[src/rtl/bram_arbiter.sv]
// bram_arbiter: two-port arbiter sharing one single-port BRAM with a fixed 2-cycle read latency.
// Optional macro BRAM_ARBITER_ROUND_ROBIN_EN: alternate priority after contended grants;
// when undefined, port 0 always wins contention.
module bram_arbiter #(
  parameter int ADDR_WIDTH = 8,
  parameter int DATA_WIDTH = 64
) (
  input  logic                  i_clk,
  input  logic                  i_areset_n,
  input  logic                  i_req0,
  input  logic                  i_we0,
  input  logic [ADDR_WIDTH-1:0] i_addr0,
  input  logic [DATA_WIDTH-1:0] i_wdata0,
  output logic                  o_ack0,
  output logic                  o_rvalid0,
  output logic [DATA_WIDTH-1:0] o_rdata0,
  input  logic                  i_req1,
  input  logic                  i_we1,
  input  logic [ADDR_WIDTH-1:0] i_addr1,
  input  logic [DATA_WIDTH-1:0] i_wdata1,
  output logic                  o_ack1,
  output logic                  o_rvalid1,
  output logic [DATA_WIDTH-1:0] o_rdata1,
  output logic [ADDR_WIDTH-1:0] o_bram_addr,
  output logic                  o_bram_write,
  output logic [DATA_WIDTH-1:0] o_bram_wdata,
  input  logic [DATA_WIDTH-1:0] i_bram_rdata
);
  logic                  prio;
  logic [ADDR_WIDTH-1:0] bram_addr_q, bram_addr_d;
  logic                  bram_write_q, bram_write_d;
  logic [DATA_WIDTH-1:0] bram_wdata_q, bram_wdata_d;
  logic                  v1_q, v1_d, p1_q, p1_d;
  logic                  v2_q, v2_d, p2_q, p2_d;

`ifdef BRAM_ARBITER_ROUND_ROBIN_EN
  logic prio_q, prio_d;
  assign prio = prio_q;
  // Contended grants hand priority to the other port; uncontended grants leave it alone
  always_comb prio_d = (o_ack0 | o_ack1) && i_req0 && i_req1 ? ~prio_q : prio_q;
  // Priority pointer register, port 0 after reset
  always_ff @(posedge i_clk or negedge i_areset_n)
    if (!i_areset_n) prio_q <= 1'b0;
    else             prio_q <= prio_d;
`else
  assign prio = 1'b0;
`endif

  // Combinational grant; nothing is acked while reset is held
  always_comb begin
    o_ack0 = i_areset_n & i_req0 & (~i_req1 | ~prio);
    o_ack1 = i_areset_n & i_req1 & (~i_req0 | prio);
  end

  // Capture the accepted command for the BRAM and tag reads entering the latency pipeline
  always_comb begin
    bram_addr_d  = o_ack1 ? i_addr1  : o_ack0 ? i_addr0  : bram_addr_q;
    bram_wdata_d = o_ack1 ? i_wdata1 : o_ack0 ? i_wdata0 : bram_wdata_q;
    bram_write_d = o_ack1 ? i_we1    : o_ack0 ? i_we0    : 1'b0;
    v1_d         = (o_ack1 & ~i_we1) | (o_ack0 & ~i_we0);
    p1_d         = o_ack1;
    v2_d         = v1_q;
    p2_d         = p1_q;
  end

  // Command and read-tag registers
  always_ff @(posedge i_clk or negedge i_areset_n)
    if (!i_areset_n) begin
      bram_addr_q  <= '0;
      bram_write_q <= 1'b0;
      bram_wdata_q <= '0;
      v1_q         <= 1'b0;
      p1_q         <= 1'b0;
      v2_q         <= 1'b0;
      p2_q         <= 1'b0;
    end else begin
      bram_addr_q  <= bram_addr_d;
      bram_write_q <= bram_write_d;
      bram_wdata_q <= bram_wdata_d;
      v1_q         <= v1_d;
      p1_q         <= p1_d;
      v2_q         <= v2_d;
      p2_q         <= p2_d;
    end

  assign o_bram_addr  = bram_addr_q;
  assign o_bram_write = bram_write_q;
  assign o_bram_wdata = bram_wdata_q;
  assign o_rvalid0    = v2_q & ~p2_q;
  assign o_rvalid1    = v2_q & p2_q;
  assign o_rdata0     = i_bram_rdata;
  assign o_rdata1     = i_bram_rdata;
endmodule
[config.mk]
export PLATFORM = sky130hd
export DESIGN_NAME = bram_arbiter
export DESIGN_NICKNAME = d
export VERILOG_FILES = /design/src/rtl/bram_arbiter.sv
export SDC_FILE = /design/constraint.sdc
export NUM_CORES = 1
export LEC_CHECK = 0
export ABC_AREA = 1
export ABC_CLOCK_PERIOD_IN_PS = 1600
export CAP_MARGIN = 20
export CORE_AREA = 2 2 165 167
export DETAILED_ROUTE_END_ITERATION = 10
export DIE_AREA = 0 0 167 169
export PLACE_DENSITY = 0.55
export SYNTH_ARGS = -nofsm -noshare
export SYNTH_HDL_FRONTEND = slang
export SYNTH_SLANG_ARGS = --single-unit
export TNS_END_PERCENT = 20
[constraint.sdc]
create_clock -name i_clk -period 1.6 [get_ports i_clk]
set_clock_uncertainty 0.1 [all_clocks]
set_input_delay 0.16 -clock i_clk [delete_from_list [all_inputs] [get_ports i_clk]]
set_output_delay 0.16 -clock i_clk [all_outputs]
set_load 0.02 [all_outputs]
==> results of run 1 <==
## synth_stat cells
library cell	count	area share, %
sky130_fd_sc_hd__nand3_1	145	16
sky130_fd_sc_hd__buf_4	136	22
sky130_fd_sc_hd__nand2_1	78	6.3
sky130_fd_sc_hd__dfrtp_1	77	42
sky130_fd_sc_hd__nand4_1	72	9.7
sky130_fd_sc_hd__buf_2	31	3.3
sky130_fd_sc_hd__clkbuf_1	7	0.57
sky130_fd_sc_hd__inv_1	3	0.24
sky130_fd_sc_hd__inv_2	2	0.16
sky130_fd_sc_hd__nor2_1	1	0.081
sky130_fd_sc_hd__o21ai_0	1	0.11
sky130_fd_sc_hd__or2_1	1	0.14
## flip-flops by register name, summed over array words and instances, names as in the netlist
register	flops
o_bram_wdata	64
o_bram_addr	8
o_bram_write	1
p1_q	1
p2_q	1
v1_q	1
v2_q	1
## metrics by stage
step / setup TNS [ns] / setup WS, ns
after global placement: -1.84 / -0.213
after floorplan: 0 / 0.684
final: 0 / 0.0385
after global routing: 0 / 0.000248
after detailed placement: -1.43 / -0.198
after CTS: 0 / 0.000784
## path summary, 6_finish.rpt
path	startpoint	endpoint	slack, ns	depth (start not counted)
max reg2reg	o_bram_wdata[16]$_DFFE_PN0P_	o_bram_wdata[16]$_DFFE_PN0P_	0.80	2
min in group asynchronous	i_areset_n	o_bram_wdata[56]$_DFFE_PN0P_	0.47	4
min reg2reg	v1_q$_DFF_PN0_	v2_q$_DFF_PN0_	0.25	0
min	i_areset_n	v1_q$_DFF_PN0_	0.1	3
max in group asynchronous	i_areset_n	o_bram_wdata[19]$_DFFE_PN0P_	0.56	4
max	o_bram_wdata[46]$_DFFE_PN0P_	o_bram_wdata[46]	0.04	1
## cell families after synthesis
kind of cell / Yosys count / share of synthesized area (%)
AO/OA/AOI/OAI: 1 / 0.108
buffers and inverters: 179 / 26.4
flip-flops: 77 / 41.6
AND/OR/NAND/NOR: 297 / 31.9
## where the power goes
| part | switching [mW] | total [mW] | leakage, nW | internal (mW) |
|---|---|---|---|---|
| Clock | 0.912 | 2.18 | 0.153 | 1.26 |
| Sequential | 0.122 | 2.30 | 0.967 | 2.18 |
| Combinational | 0.859 | 1.71 | 2.20 | 0.848 |
## tightest hold or removal path: cells and delay by family
| kind | cells | cell delay (ns) |
|---|---|---|
| and+or+nand+nor | 1 | 0.13 |
| AOI/OAI and AO/OA | 1 | 0.09 |
| buffers and inverters | 1 | 0.11 |
## cell type report
type                            instances  area share (%)
Timing Repair Buffer                  249            38.6
Sequential cell                        77            28.3
Multi-Input combinational cell        298            22.0
Tap cell                              341            6.27
Clock buffer                           10            3.51
Clock inverter                          6            1.03
Inverter                                5           0.276
## what timing repair did
item,in CTS,in global routing
hold buffers,4,0
pin swaps,0,0
setup endpoints to repair,32,36
resized for setup,33,36
endpoints found under the hold margin,53,0
## routing by layer
layer  up-vias  GRT usage [%]  share of wire, %
li1       1970              -                 -
met1      2027           13.0                37
met2       224           20.7                49
met3        61           4.79               9.4
met4         0           6.60               4.5
met5         -              0                 0
==> results.yml, run 1 <==
outcome:
  status: "finished, final reports clean"
final_layout:
  final_design_area_no_fill_um2: 6810
  multi_input_area_um2: 1490
  areaGrowthSynthToFinish_pct: 46.9
  num_antenna_cells: 0
  nFillCells: 2914
  final_cell_mix: "sky130_fd_sc_hd__clkdlybuf4s50_1 (157), sky130_fd_sc_hd__nand3_1 (145), sky130_fd_sc_hd__dfrtp_1 (77), sky130_fd_sc_hd__nand2_1 (76), sky130_fd_sc_hd__nand4_1 (72)"
  mostFrequentLayoutCell: "sky130_fd_sc_hd__clkdlybuf4s50_1"
  fin_nets: 854
  utilization_pct: 25.7
  fraction_of_layout_cells_with_a_size_suffix_above_1_pct: 6.82
  sequential_cell_area_um2: 1930
  final_cell_count_no_fill: 986
power_and_ir_drop:
  fin_total_pwr_mw: 6.18
  power.leakage_nw: 3.32
  vdd_drop_max_mv: 0.439
  power.density_nw_per_um2: 909
critical_path:
  endpoint_kind: "primary output"
  required_ns: 1.34
  critical_path_class: "flop to primary output"
  critPathSlowestCell: "sky130_fd_sc_hd__clkdlybuf4s50_1"
  largest_fanout_on_the_critical_path: 2
  timing.critical_path.slowest_cell_delay_ns: 0.61
  arrival_ns: 1.30
  crit_chain: "clkdlybuf4s50_1"
  worstPathBufferInverterCount: 1
  critical_path.startpoint_type: "flop"
  cpLargestDelayFamily: "buffers and inverters"
detailed_routing:
  detail_route.wirelength_um: 17400
  route.antenna.remaining_nets: 0
  detailedRoute.firstIterationViolations: 193
  route.detailed.vias_per_inst: 4.34
  first_pass_iters: 4
  vias: 4282
  detail_route.drc_violations: 0
  routed_wire_per_std_cell_um: 17.7
die:
  die_area_um2: 28200
  die_extent_in_y_um: 169
  core-area_um2: 26500
  ioPinCount: 419
  placement_rows: 60
  start_util_pct: 17.5
  die_width_um: 167
cts:
  cts_buffers: 9
  cts_tree: "built"
  htree_levels: 3
  cts.path.max_buffers: 2
  clk-insertion-delay-late_ns: 0.34
  postCtsSetupBuffers: 0
  cts_root_buf: "sky130_fd_sc_hd__clkbuf_16"
  clock_sinks: 77
  cts.clk_slew.worst_paths_ns: 0.07
logic_synthesis:
  synth.yosys.seq_area_share_pct: 41.6
  synth.distinct_cells: 12
  postSynthNetCount: 768
  post_synth_inst_count: 554
  yosysWarnings: 0
  netlist_area_um2: 4630
  ys_seq_elements: 77
  syn-mean-instance-area_um2: 8.36
place:
  portBuffers: 226
  dp_hpwl_um: 11900
  placed_cell_area_um2: 6390
  finalWeightedCongestion: 0.700
  placed_cells_incl_taps: 966
global_route:
  grt_pass1_wl_um: 26300
  grt_use_total_pct: 12.2
  grt_antenna_before_repair: 0
  maximum_number_of_pins_on_one_net_before_global_route_repair: 61
  grt_pass1_vias: 4417
  globalRoute.totalOverflow: 0
timing:
  final_setup_vio_count: 0
  hold_violations: 0
  period_minus_slack_ns: 1.56
  max-slew-margin-rel_pct: 77.2
  report.final.slew_viol_count: 0
  min_period_over_period_pct: 97.6
  max_slew.worst_pin.slew_ns: 0.342
  rsz0062_at_grt: "false"
  max_freq_mhz: 640
  worst_hold_slack_ns: 0.0991
flow_run:
  maxCapViolations: 0
worst_hold_path:
  worstHoldPathType: "primary input to flop"
Note: power is estimated with default switching activity, not from simulation.
==> run 2: changes to the inputs <==
--- a/config.mk
+++ b/config.mk
@@ -12,6 +12,7 @@
 export DETAILED_ROUTE_END_ITERATION = 10
 export DIE_AREA = 0 0 167 169
 export PLACE_DENSITY = 0.55
+export RECOVER_POWER = 100
 export SYNTH_ARGS = -nofsm -noshare
 export SYNTH_HDL_FRONTEND = slang
 export SYNTH_SLANG_ARGS = --single-unit
==> run 2 against run 1 <==
  * Sequential power about the same
  * Die area unchanged
  * Clock power about the same
  * Total power is 2.1% lower
  * Routed wire length increased by 0.26%
  * Via count hardly changed
  * Maximum frequency is essentially flat
  * Setup slack improved by 0.0013 ns
  * Largest cell class unchanged
  * Highest routed layer unchanged
==> results.yml, run 2 (synthesized netlist as in run 1, its figures left out) <==
cts:
  clock_sinks: 77
  htree_levels: 3
  cts.path.max_buffers: 2
  postCtsSetupBuffers: 0
  cts.clk_slew.worst_paths_ns: 0.07
  cts_buffers: 9
  clk-insertion-delay-late_ns: 0.34
  cts_root_buf: "sky130_fd_sc_hd__clkbuf_16"
  cts_tree: "built"
timing:
  setup_tns_final_ns: 0
  report.final.slew_viol_count: 0
  min_period_over_period_pct: 97.5
  max_freq_mhz: 641
  worst_hold_slack_ns: 0.0978
  max_slew.worst_pin.slew_ns: 0.779
  rsz0062_at_grt: "false"
  hold_violations: 0
  period_minus_slack_ns: 1.56
  final_setup_vio_count: 0
  max-slew-margin-rel_pct: 48.1
final_layout:
  final_cell_mix: "sky130_fd_sc_hd__clkdlybuf4s50_1 (157), sky130_fd_sc_hd__nand3_1 (145), sky130_fd_sc_hd__dfrtp_1 (77), sky130_fd_sc_hd__nand2_1 (76), sky130_fd_sc_hd__nand4_1 (72)"
  areaGrowthSynthToFinish_pct: 38.9
  mostFrequentLayoutCell: "sky130_fd_sc_hd__clkdlybuf4s50_1"
  fin_nets: 854
  num_antenna_cells: 0
  fraction_of_layout_cells_with_a_size_suffix_above_1_pct: 6.67
  nFillCells: 2987
  utilization_pct: 24.3
  max_reg_flops: 64
power_and_ir_drop:
  fin_total_pwr_mw: 6.05
  power.leakage_nw: 2.76
  power.density_nw_per_um2: 941
  vdd_drop_max_mv: 0.438
flow_run:
  maxCapViolations: 0
critical_path:
  largest_fanout_on_the_critical_path: 2
  timing.critical_path.slowest_cell_delay_ns: 0.61
  required_ns: 1.34
  critical_path.startpoint_type: "flop"
  arrival_ns: 1.30
  endpoint_kind: "primary output"
  cpLargestDelayFamily: "buffers and inverters"
  critical_path_class: "flop to primary output"
  critPathSlowestCell: "sky130_fd_sc_hd__clkdlybuf4s50_1"
  crit_chain: "clkdlybuf4s50_1"
  worstPathBufferInverterCount: 1
global_route:
  grt_use_total_pct: 12.2
  grt_antenna_before_repair: 0
  grt_pass1_wl_um: 26300
  maximum_number_of_pins_on_one_net_before_global_route_repair: 61
  grt_pass1_vias: 4417
  globalRoute.totalOverflow: 0
die:
  ioPinCount: 419
  core-area_um2: 26500
  die_extent_in_y_um: 169
  die_area_um2: 28200
  die_width_um: 167
  placement_rows: 60
  start_util_pct: 17.5
worst_hold_path:
  worstHoldPathType: "primary input to flop"
detailed_routing:
  route.detailed.vias_per_inst: 4.34
  detail_route.wirelength_um: 17500
  routed_wire_per_std_cell_um: 17.7
  detailedRoute.firstIterationViolations: 186
  vias: 4278
  detail_route.drc_violations: 0
  route.antenna.remaining_nets: 0
  first_pass_iters: 4
outcome:
  status: "finished, final reports clean"
place:
  portBuffers: 226
  finalWeightedCongestion: 0.700
  dp_hpwl_um: 11900
## run 2: cell types whose count changed in the layout (fill, tap and decap cells not counted), moves of 2 or more
cell,before,now
sky130_fd_sc_hd__buf_6,1,3
sky130_fd_sc_hd__dlymetal6s2s_1,35,0
sky130_fd_sc_hd__clkbuf_2,1,3
sky130_fd_sc_hd__buf_12,12,6
sky130_fd_sc_hd__clkbuf_1,0,35
sky130_fd_sc_hd__clkbuf_4,0,2
## run 2: routing by layer
| layer | wire (um) | vias to the layer above | GRT usage (%) | part of all wire (%) |
|---|---|---|---|---|
| met5 | 0 | - | 0 | 0 |
| met2 | 8540 | 219 | 20.7 | 49 |
| met3 | 1620 | 67 | 4.79 | 9.2 |
| met1 | 6570 | 2031 | 13.0 | 38 |
| met4 | 762 | 0 | 6.60 | 4.4 |
| li1 | - | 1961 | - | - |
## run 2: area by class of cell
| cell class | count | area (um2) | share of cell area, % |
|---|---|---|---|
| clock inverters | 6 | 70.1 | 1.09 |
| flip-flops and latches | 77 | 1930 | 29.9 |
| well taps | 341 | 427 | 6.63 |
| inverters | 5 | 18.8 | 0.292 |
| clock buffers | 10 | 239 | 3.71 |
| repair buffers | 249 | 2260 | 35.1 |
| multi-input cells | 298 | 1490 | 23.2 |
## run 2: repair_timing
item | CTS | global route
cloned | 0 | 0
resized for setup | 33 | 36
hold buffers | 4 | 0
endpoints found under the hold margin | 53 | 0
setup endpoints to repair | 32 | 36
## run 2: tightest hold or removal path: stages
cell and delay [ns]:
sky130_fd_sc_hd__buf_6 0.11, sky130_fd_sc_hd__nand3_1 0.13, sky130_fd_sc_hd__o21ai_0 0.09
## run 2: report_power, final
group | internal, mW | switching (mW)
registers | 2.18 | 0.126
clock network | 1.26 | 0.915
logic | 0.714 | 0.855
total | 4.16 | 1.90
## run 2: path summary, 6_finish.rpt
check	start	to	slack, ns	cells past startpoint
max reg2reg	o_bram_wdata[16]$_DFFE_PN0P_	o_bram_wdata[16]$_DFFE_PN0P_	0.80	2
max in group asynchronous	i_areset_n	o_bram_wdata[25]$_DFFE_PN0P_	0.18	4
min reg2reg	v1_q$_DFF_PN0_	v2_q$_DFF_PN0_	0.25	0
max	o_bram_wdata[59]$_DFFE_PN0P_	o_bram_wdata[59]	0.04	1
min in group asynchronous	i_areset_n	o_bram_wdata[11]$_DFFE_PN0P_	0.55	4
min	i_areset_n	v1_q$_DFF_PN0_	0.1	3
## run 2: through the flow
stage	worst slack, ns	cells	instance area [um2]
2_1_floorplan	0.684	554	4630
3_3_place_gp	-0.213	966	6390
3_5_place_dp	-0.198	966	6390
4_1_cts	0.000784	986	6720
5_1_grt	0.000248	986	6430
6_report	0.0397	986	6430
